$ cat src/rtl/fetch_stage_pkg.sv
// Shared definitions for the MIPS fetch stage: next-PC selector codes,
// reset values and the F/D register layout.
package fetch_stage_pkg;

  localparam logic [2:0] NPC_PC4 = 3'd0;
  localparam logic [2:0] NPC_BEQ = 3'd1;
  localparam logic [2:0] NPC_J   = 3'd2;
  localparam logic [2:0] NPC_JR  = 3'd3;

  localparam logic [31:0] PC_RESET_DEFAULT  = 32'h0000_3000;
  localparam logic [31:0] NOP_INSTR_DEFAULT = 32'h0000_0000;

  typedef struct packed {
    logic [31:0] instr;
    logic [31:0] pc;
  } fd_reg_t;

  // Word-offset branch displacement: sign-extended imm16 scaled by 4.
  function automatic logic [31:0] branch_offset(input logic [15:0] imm16);
    return {{14{imm16[15]}}, imm16, 2'b00};
  endfunction

endpackage

$ cat src/rtl/fetch_stage_npc.sv
// Combinational next-PC unit. Control transfers resolve against the D-stage
// instruction, so the F-stage instruction is always the architectural delay slot.
module fetch_stage_npc
  import fetch_stage_pkg::*;
(
  input  logic [31:0] pc,
  input  logic [31:0] d_pc,
  input  logic [25:0] d_instr_low,
  input  logic [2:0]  d_npc_sel,
  input  logic        d_cmp,
  input  logic [31:0] d_rs_val,
  output logic [31:0] npc
);

  logic [31:0] pc_plus4;
  logic [31:0] d_pc_plus4;
  logic [31:0] br_target;
  logic [31:0] j_target;

  assign pc_plus4   = pc + 32'd4;
  assign d_pc_plus4 = d_pc + 32'd4;
  assign br_target  = d_pc_plus4 + branch_offset(d_instr_low[15:0]);
  assign j_target   = {d_pc_plus4[31:28], d_instr_low, 2'b00};

  always_comb begin
    npc = pc_plus4;
    case (d_npc_sel)
      NPC_BEQ: npc = d_cmp ? br_target : pc_plus4;
      NPC_J:   npc = j_target;
      NPC_JR:  npc = d_rs_val;
      default: npc = pc_plus4;
    endcase
  end

endmodule

$ cat src/rtl/fetch_stage.sv
// F-stage front end: PC register, next-PC selection and the F/D pipeline
// register. A stall freezes both registers; reset overrides stall.
module fetch_stage
  import fetch_stage_pkg::*;
#(
  parameter logic [31:0] PC_RESET  = PC_RESET_DEFAULT,
  parameter logic [31:0] NOP_INSTR = NOP_INSTR_DEFAULT
) (
  input  logic        clk,
  input  logic        reset,
  output logic [31:0] i_inst_addr,
  input  logic [31:0] i_inst_rdata,
  input  logic        Stall,
  input  logic [2:0]  D_npc_sel,
  input  logic        D_cmp,
  input  logic [31:0] D_rs_val,
  output logic [31:0] D_Instr,
  output logic [31:0] D_pc,
  output logic [31:0] D_pc8
);

  logic [31:0] pc_reg;
  logic [31:0] pc_next;
  fd_reg_t     fd_reg;

  fetch_stage_npc u_npc (
    .pc          (pc_reg),
    .d_pc        (fd_reg.pc),
    .d_instr_low (fd_reg.instr[25:0]),
    .d_npc_sel   (D_npc_sel),
    .d_cmp       (D_cmp),
    .d_rs_val    (D_rs_val),
    .npc         (pc_next)
  );

  // A redirect held off by Stall is simply re-evaluated once the stall drops,
  // so forwarded operands current at release time are the ones used.
  always_ff @(posedge clk) begin
    if (reset) begin
      pc_reg       <= PC_RESET;
      fd_reg.instr <= NOP_INSTR;
      fd_reg.pc    <= PC_RESET;
    end else if (!Stall) begin
      pc_reg       <= pc_next;
      fd_reg.instr <= i_inst_rdata;
      fd_reg.pc    <= pc_reg;
    end
  end

  assign i_inst_addr = pc_reg;
  assign D_Instr     = fd_reg.instr;
  assign D_pc        = fd_reg.pc;
  assign D_pc8       = fd_reg.pc + 32'd8;

endmodule

$ cat config.mk
export PLATFORM = sky130hd
export DESIGN_NAME = fetch_stage
export DESIGN_NICKNAME = d
export VERILOG_FILES = /design/src/rtl/fetch_stage_pkg.sv /design/src/rtl/fetch_stage_npc.sv /design/src/rtl/fetch_stage.sv
export SDC_FILE = /design/constraint.sdc
export NUM_CORES = 1
export LEC_CHECK = 0
export BUFFER_PORTS_ARGS = -buffer_cell sky130_fd_sc_hd__buf_2
export CORE_UTILIZATION = 40
export DETAILED_ROUTE_END_ITERATION = 10
export HOLD_SLACK_MARGIN = 0.03
export PLACE_DENSITY = 0.67
export SLEW_MARGIN = 20
export SYNTH_ARGS = -nofsm -noshare
export SYNTH_HDL_FRONTEND = slang
export SYNTH_SLANG_ARGS = --single-unit
$ cat constraint.sdc
create_clock -name clk -period 5.9 [get_ports clk]
set_input_delay 1.475 -clock clk [delete_from_list [all_inputs] [get_ports clk]]
set_output_delay 1.475 -clock clk [all_outputs]
set_load 0.005 [all_outputs]
==> PnR_summary.wiki, run 1 <==
{| class="wikitable"
! Metric !! Value
|-
| First DRT Iteration DRCs || 427
|-
| Crit path max-delay cell type || sky130_fd_sc_hd__dfxtp_1
|-
| Depth of the CTS H-tree || 3
|-
| Detailed Routing Iterations Pass 1 || 6
|-
| Start of the worst register-to-register path || D_pc[2]
|-
| CP arrival || 2.77 ns
|-
| I/O pin count || 199
|-
| Horizontal die dimension || about 140 µm
|-
| Final std cells w/o fill || ~1300
|-
| Number of diodes added for antenna fixing || 0
|-
| Cts-stage hold buffer count || 0
|-
| Worst-Skew Late Latency || 0.36 ns
|-
| Vertical die dimension || 136 µm
|-
| Hold_sp || D_Instr[27]
|-
| Largest net degree at the start of global routing || 105
|-
| Antenna violations before repair || 0
|-
| Residual overflow from global routing || 0
|-
| Hold Path End || D_Instr[27]
|-
| Setup violation total in the final timing report || 0
|-
| Outcome || finished clean
|-
| Total wire length after detailed routing || 22800 µm
|-
| Final-stage net count || 1176
|-
| Setup TNS || 0 ns
|-
| Max-capacitance violation count || 0
|-
| Final Total Pwr || 0.00175 W
|-
| Initial core utilization || 0.411
|-
| Netlist area before placement || 0.00716 mm²
|-
| RSZ-0062 raised after global routing || false
|-
| Minimum setup slack among reg-to-reg paths || between 1.5 and 2 ns
|-
| Final Cycle Share || 0.719
|-
| Kind of critical path || reg -> out
|-
| Data required time at the worst endpoint || 4.43 ns
|-
| Drt via density || 5.52
|-
| Critical path launch point type || flip-flop
|-
| Buffers inserted by post-CTS timing repair || 0
|-
| Largest driver fanout on the critical path || 8
|-
| Root buffer selected by CTS || sky130_fd_sc_hd__clkbuf_16
|-
| Worst slew pin tran || 1.00 ns
|-
| Hold path cells || 2
|-
| Min-delay worst type || reg -> reg
|-
| Clock skew after layout || roughly 0.012 ns
|-
| CTS tree || built
|-
| Number of gates given a new drive strength after cts || 0
|-
| Ys Warns || 0
|-
| Number of cell rows || 48
|-
| Post-Synthesis Cells || 908
|-
| Power Density || 204 mW/mm²
|-
| Longest Clk Path Bufs || 2
|-
| Clock-pin slew of the registers on the worst-case setup and hold paths || 0.07 ns
|-
| Count of port buffers added during placement || 198
|-
| Overall routing resource usage || 0.250
|-
| Post-synthesis to final-layout area growth || 19.8%
|-
| Min Tclk post-route || 4.24 ns
|-
| Number of flops mapped to enable cells by yosys || 0
|-
| Final Max Tran Viols || 0
|-
| Dominant register cell in the synthesized netlist || sky130_fd_sc_hd__dfxtp_1
|-
| VDD IR-drop max || between 100 and 150 µV
|-
| Per-cell routed wire length || 17.6 µm
|-
| Cell class contributing the biggest share of worst-path delay || simple AND/OR/NAND/NOR gates
|-
| Sort of element at the end of the critical path || output pin
|-
| Syn Nets || 1018
|-
| Overall via count from detail_route || 7151
|-
| Ys async rst share || 0
|-
| Distinct cell type count after synthesis || 66
|-
| RR Endpoint || i_inst_addr[29]
|-
| Count of placed standard cells including taps || roughly 1300
|-
| Leakage power total || 3.98 nW
|-
| Tightest slew margin relative to the limit || 0.332
|-
| Final HPWL DP || 16700 µm
|-
| Final ANT Viol Nets || 0
|-
| Area of the die || roughly 0.018 mm²
|-
| Vias in the first global route || 6439
|-
| Register bit count reported by yosys || 96
|-
| Cells along the critical path || ha_1, nand4_1, nor3_1, and2_1, nand3_1, nor2_1, xor2_1, buf_2
|-
| Worst stage delay on the critical path || 0.47 ns
|-
| Final hold violations || 0
|-
| Wire length of the first global-routing pass || 35500 µm
|-
| Placer's final routability congestion estimate || 0.865
|-
| CP Buf/Inv Count || 1
|-
| Post-route DRC || 0
|-
| Total number of clock tree sinks || 96
|-
| Core area || 0.0174 mm²
|-
| Post-Synthesis Mean Instance Area || roughly 7.9 µm²
|-
| Sequential cell area fraction in the yosys report || 0.268
|-
| Number of cell instances on the worst register-to-register path || 12
|-
| CTS buffer count || 9
|-
| Fraction of final layout cells with drive strength greater than 1 || 0.223
|-
| Top achievable clock speed || about 240 MHz
|}
worst min-delay path, stage by stage, from the launching register on:
cell,delay [ns]
sky130_fd_sc_hd__dfxtp_1,0.32
sky130_fd_sc_hd__mux2i_1,0.07
sky130_fd_sc_hd__nor2_1,0.07
metal layers:
metal | track usage | vias up | routed length, µm
met5 | 0 | - | 0
met4 | 0.0774 | 0 | 313
met3 | 0.0365 | 18 | 1340
met2 | 0.392 | 235 | 10400
met1 | 0.349 | 3344 | 10700
li1 | - | 3554 | -
synth_stat cells (2+ instances only):
cell,instances,share of area
sky130_fd_sc_hd__nor2_1,124,0.065
sky130_fd_sc_hd__dfxtp_1,96,0.27
sky130_fd_sc_hd__a21oi_1,63,0.044
sky130_fd_sc_hd__mux2i_1,62,0.087
sky130_fd_sc_hd__nand2_1,57,0.030
sky130_fd_sc_hd__xnor2_1,56,0.068
sky130_fd_sc_hd__xor2_1,43,0.053
sky130_fd_sc_hd__o21ai_0,40,0.028
sky130_fd_sc_hd__ha_1,38,0.066
sky130_fd_sc_hd__clkbuf_1,36,0.019
sky130_fd_sc_hd__nand3_1,33,0.023
sky130_fd_sc_hd__nor3_1,29,0.020
sky130_fd_sc_hd__inv_1,25,0.013
sky130_fd_sc_hd__a221oi_1,23,0.028
sky130_fd_sc_hd__nor2b_1,23,0.020
sky130_fd_sc_hd__nand4_1,21,0.018
sky130_fd_sc_hd__a211oi_1,10,0.010
sky130_fd_sc_hd__buf_1,10,0.0052
sky130_fd_sc_hd__nand2b_1,10,0.0087
sky130_fd_sc_hd__a21o_1,9,0.0094
sky130_fd_sc_hd__and3_1,8,0.0070
sky130_fd_sc_hd__a31oi_1,6,0.0052
sky130_fd_sc_hd__and2_1,6,0.0052
sky130_fd_sc_hd__a211o_1,5,0.0061
sky130_fd_sc_hd__buf_2,5,0.0035
sky130_fd_sc_hd__nand3b_1,4,0.0042
sky130_fd_sc_hd__nor4_1,4,0.0035
sky130_fd_sc_hd__o2111ai_1,4,0.0049
sky130_fd_sc_hd__a221o_1,3,0.0042
sky130_fd_sc_hd__and4_1,3,0.0037
sky130_fd_sc_hd__buf_4,3,0.0031
sky130_fd_sc_hd__o211ai_1,3,0.0031
sky130_fd_sc_hd__o21a_1,3,0.0031
sky130_fd_sc_hd__o21bai_1,3,0.0031
sky130_fd_sc_hd__o221ai_1,3,0.0037
sky130_fd_sc_hd__or2_2,3,0.0026
sky130_fd_sc_hd__a21oi_2,2,0.0024
sky130_fd_sc_hd__a22oi_1,2,0.0021
sky130_fd_sc_hd__clkbuf_2,2,0.0014
sky130_fd_sc_hd__or3_1,2,0.0017
power by group:
group / internal, W / switching, W
clock network: 0.000385 / 0.000283
registers: 0.000685 / 0.0000662
logic: 0.000154 / 0.000180
total: 0.00122 / 0.000529
cells in the final DEF (no fill, tap or decap), drive strengths merged, types with 10 or more instances in the layout:
cell and count:
a211oi 11, a21oi 65, a221oi 23, buf 203, clkbuf 10, dfxtp 96, ha 38, inv 26
mux2i 62, nand2 57, nand2b 10, nand3 33, nand4 22, nor2 124, nor2b 23, nor3 29
o21ai 42, xnor2 56, xor2 43
metrics by stage:
stage,cell area [µm²],utilization,hold WS [ns],worst slack [ns]
after floorplan,7160,-,0.488,2.26
after global routing,8580,0.493,0.528,1.30
after global placement,8250,0.474,0.471,1.95
after detailed placement,8250,0.474,0.487,1.77
after CTS,8580,0.493,0.505,1.59
final,8580,0.493,0.495,1.66
cell families after synthesis:
kind of cell / Yosys count / synth area share
AND/OR/NAND/NOR: 335 / 0.227
multiplexers: 62 / 0.0866
AO/OA/AOI/OAI: 196 / 0.183
buffers and inverters: 81 / 0.0452
flip-flops: 96 / 0.268
XOR/XNOR: 99 / 0.121
adder cells (fa/ha/maj): 39 / 0.0692
cell type report:
type                       count  area [µm²]
tap                          225         282
multi-input combinational    731        4920
fill                        1763        8830
sequential                    96        1920
inverter                      25        93.8
timing repair buffer         203        1040
clock inverter                 6        91.3
clock buffer                  10         239
sequential cells by signal, summed over array words and instances, names as in the netlist:
signal and flops:
D_Instr 32, D_pc 32, i_inst_addr 32
worst max-delay path by stage:
stage | endpoint | startpoint | cells after the start | slack [ns]
after floorplan | i_inst_addr[29] | D_pc[4] | 15 | 2.26
after global placement | i_inst_addr[29] | D_pc[2] | 15 | 1.95
after detailed placement | i_inst_addr[29] | D_pc[2] | 12 | 1.77
after CTS | D_pc8[27] | D_pc[4] | 8 | 1.59
after global routing | D_pc8[25] | D_pc[4] | 8 | 1.30
final | D_pc8[31] | D_pc[4] | 8 | 1.66
Note: power is estimated with default switching activity, not from simulation.
==> inputs of run 2 (changes only) <==
--- a/config.mk
+++ b/config.mk
@@ -9,7 +9,7 @@
 export CORE_UTILIZATION = 40
 export DETAILED_ROUTE_END_ITERATION = 10
 export HOLD_SLACK_MARGIN = 0.03
-export PLACE_DENSITY = 0.67
+export PLACE_DENSITY = 0.69
 export SLEW_MARGIN = 20
 export SYNTH_ARGS = -nofsm -noshare
 export SYNTH_HDL_FRONTEND = slang
==> constraint.sdc (replaced) <==
create_clock -name clk -period 3.84 [get_ports clk]
set_input_delay 0.96 -clock clk [delete_from_list [all_inputs] [get_ports clk]]
set_output_delay 0.96 -clock clk [all_outputs]
set_load 0.005 [all_outputs]
==> PnR_summary.wiki, run 2 (same netlist as run 1, synthesis figures left out) <==
{| class="wikitable"
! Metric !! Value
|-
| Placer's final routability congestion estimate || 0.907 (+4.9%)
|-
| Post-route DRC || 0 (unchanged)
|-
| Final Total Pwr || 0.00263 W (+50%)
|-
| Per-cell routed wire length || 17.4 µm (-0.88%)
|-
| Vertical die dimension || 136 µm (unchanged)
|-
| Initial core utilization || 0.411 (unchanged)
|-
| Drt via density || 5.55 (+0.53%)
|-
| Max-capacitance violation count || 0 (unchanged)
|-
| Setup violation total in the final timing report || 0 (unchanged)
|-
| Leakage power total || 4.16 nW (+4.3%)
|-
| CTS buffer count || 9 (unchanged)
|-
| Final Max Tran Viols || 0 (unchanged)
|-
| Final ANT Viol Nets || 0 (unchanged)
|-
| Antenna violations before repair || 0 (unchanged)
|-
| Count of port buffers added during placement || 198 (unchanged)
|-
| Sort of element at the end of the critical path || flip-flop
|-
| Vias in the first global route || 6704 (+4.1%)
|-
| Final-stage net count || 1213 (+3.1%)
|-
| Power Density || 297 mW/mm² (+45%)
|-
| Top library cells by usage in the layout, fill and taps aside || sky130_fd_sc_hd__buf_2 (196), sky130_fd_sc_hd__nor2_1 (120), sky130_fd_sc_hd__dfxtp_1 (95)
|-
| Hold path cells || 2 (unchanged)
|-
| Min Tclk post-route || 3.68 ns
|-
| Worst-Skew Late Latency || 0.36 ns (about the same)
|-
| Final HPWL DP || 17000 µm (+2.0%)
|-
| Data required time at the worst endpoint || 4.10 ns (-0.33 ns)
|-
| VDD IR-drop max || 221 µV (+51%)
|-
| I/O pin count || 199 (unchanged)
|-
| Fin Hold WS || 0.494 ns (-0.00141 ns)
|-
| Tightest slew margin relative to the limit || 0.474 (+0.142)
|-
| Clock skew after layout || 0.00783 ns (-0.00387 ns)
|-
| Total wire length after detailed routing || 23200 µm (+1.9%)
|-
| Count of placed standard cells including taps || 1309 (+2.3%)
|-
| Final std cells w/o fill || 1333 (+2.9%)
|-
| CP arrival || 3.95 ns (+1.18 ns)
|-
| Area of the die || 0.0184 mm² (unchanged)
|-
| First DRT Iteration DRCs || 410 (-4.0%)
|-
| Number of diodes added for antenna fixing || 0 (unchanged)
|-
| Number of cell rows || 48 (unchanged)
|-
| Fraction of final layout cells with drive strength greater than 1 || 0.262 (+0.0386)
|-
| CTS tree || built
|-
| Kind of critical path || reg -> reg
|-
| Wire length of the first global-routing pass || 35700 µm (+0.68%)
|-
| Total number of clock tree sinks || 96 (unchanged)
|-
| Detailed Routing Iterations Pass 1 || 5 (-1)
|-
| Depth of the CTS H-tree || 3 (unchanged)
|-
| Critical path launch point type || flip-flop
|-
| Number of cell instances on the worst register-to-register path || 15 (+3)
|-
| Filler Cell Count || 1738 (-1.4%)
|-
| Largest net degree at the start of global routing || 85 (-19%)
|-
| Post-synthesis to final-layout area growth || 23.9%
|-
| Commonest non-fill, non-tap cell in the layout || sky130_fd_sc_hd__buf_2
|-
| Overall routing resource usage || 0.250 (+0.000259)
|-
| Core area || 0.0174 mm² (unchanged)
|-
| Clock-pin slew of the registers on the worst-case setup and hold paths || 0.07 ns (about the same)
|-
| Longest Clk Path Bufs || 2 (unchanged)
|-
| Largest driver fanout on the critical path || 6 (-2)
|-
| Final Cycle Share || 0.959
|-
| Final hold violations || 0 (unchanged)
|-
| Horizontal die dimension || 136 µm (unchanged)
|-
| Min-delay worst type || reg -> reg
|-
| Overall via count from detail_route || 7394 (+3.4%)
|-
| Setup TNS || 0 ns (unchanged)
|-
| Worst slew pin tran || 0.790 ns (-0.213 ns)
|-
| Outcome || finished clean
|-
| Root buffer selected by CTS || sky130_fd_sc_hd__clkbuf_16
|-
| Residual overflow from global routing || 0 (unchanged)
|-
| Top achievable clock speed || 271 MHz
|}
==> run 2: path summary, 6_finish.rpt <==
kind                             startpoint               to  slack, ns
worst min-delay path            D_Instr[31]      D_Instr[31]       0.49
worst min register to register  D_Instr[31]      D_Instr[31]       0.49
worst max-delay path                D_pc[3]  i_inst_addr[29]       0.16
worst max register to register      D_pc[3]  i_inst_addr[29]       0.16
==> run 2: power breakdown <==
| part | switching (W) | internal (W) |
|---|---|---|
| Combinational | 0.000306 | 0.000257 |
| Sequential | 0.0000807 | 0.00105 |
| Clock | 0.000431 | 0.000506 |
| Total | 0.000818 | 0.00182 |
==> run 2: layout make-up <==
class | count | area, µm² | area share
well taps | 225 | 282 | 0.0317
flip-flops and latches | 96 | 1920 | 0.217
repair buffers | 240 | 1320 | 0.148
inverters | 25 | 93.8 | 0.0106
multi-input cells | 731 | 4970 | 0.560
clock inverters | 7 | 71.3 | 0.00803
clock buffers | 9 | 225 | 0.0254
==> run 2: routing by layer <==
metal	routed length, µm	GRT usage	vias to the layer above
met5	0	0	-
met4	384	0.0855	0
met3	1710	0.0369	25
met2	10500	0.396	305
met1	10600	0.344	3453
li1	-	-	3611
==> run 2: critical path, cell delays in order, from the launching register on <==
cell                        delay (ns)
sky130_fd_sc_hd__dfxtp_2          0.36
sky130_fd_sc_hd__ha_1             0.17
sky130_fd_sc_hd__nand4_1          0.23
sky130_fd_sc_hd__nor2_2           0.23
sky130_fd_sc_hd__and3_1           0.25
sky130_fd_sc_hd__and3_2           0.25
sky130_fd_sc_hd__nand2_1          0.08
sky130_fd_sc_hd__xnor2_1          0.14
sky130_fd_sc_hd__ha_2             0.38
sky130_fd_sc_hd__a21o_1           0.14
sky130_fd_sc_hd__a21oi_1          0.08
sky130_fd_sc_hd__o221ai_1         0.23
sky130_fd_sc_hd__a21oi_2          0.11
sky130_fd_sc_hd__or4_1            0.48
sky130_fd_sc_hd__and3_4           0.19
sky130_fd_sc_hd__a2111oi_4        0.25
==> run 2: through the flow <==
| step | instance area [µm²] | worst slack, ns | utilization |
|---|---|---|---|
| 2_1_floorplan | 7160 | 0.201 | - |
| 3_3_place_gp | 8470 | 0.199 | 0.486 |
| 3_5_place_dp | 8470 | 0.0765 | 0.486 |
| 4_1_cts | 8770 | 0.0604 | 0.503 |
| 5_1_grt | 8880 | -0.0333 | 0.510 |
| 6_report | 8880 | 0.157 | 0.510 |
==> run 2: what timing repair did <==
action	in CTS	in global routing
resized for setup	0	16
endpoints found under the setup margin	0	11
hold buffers	0	0
setup buffers	0	8
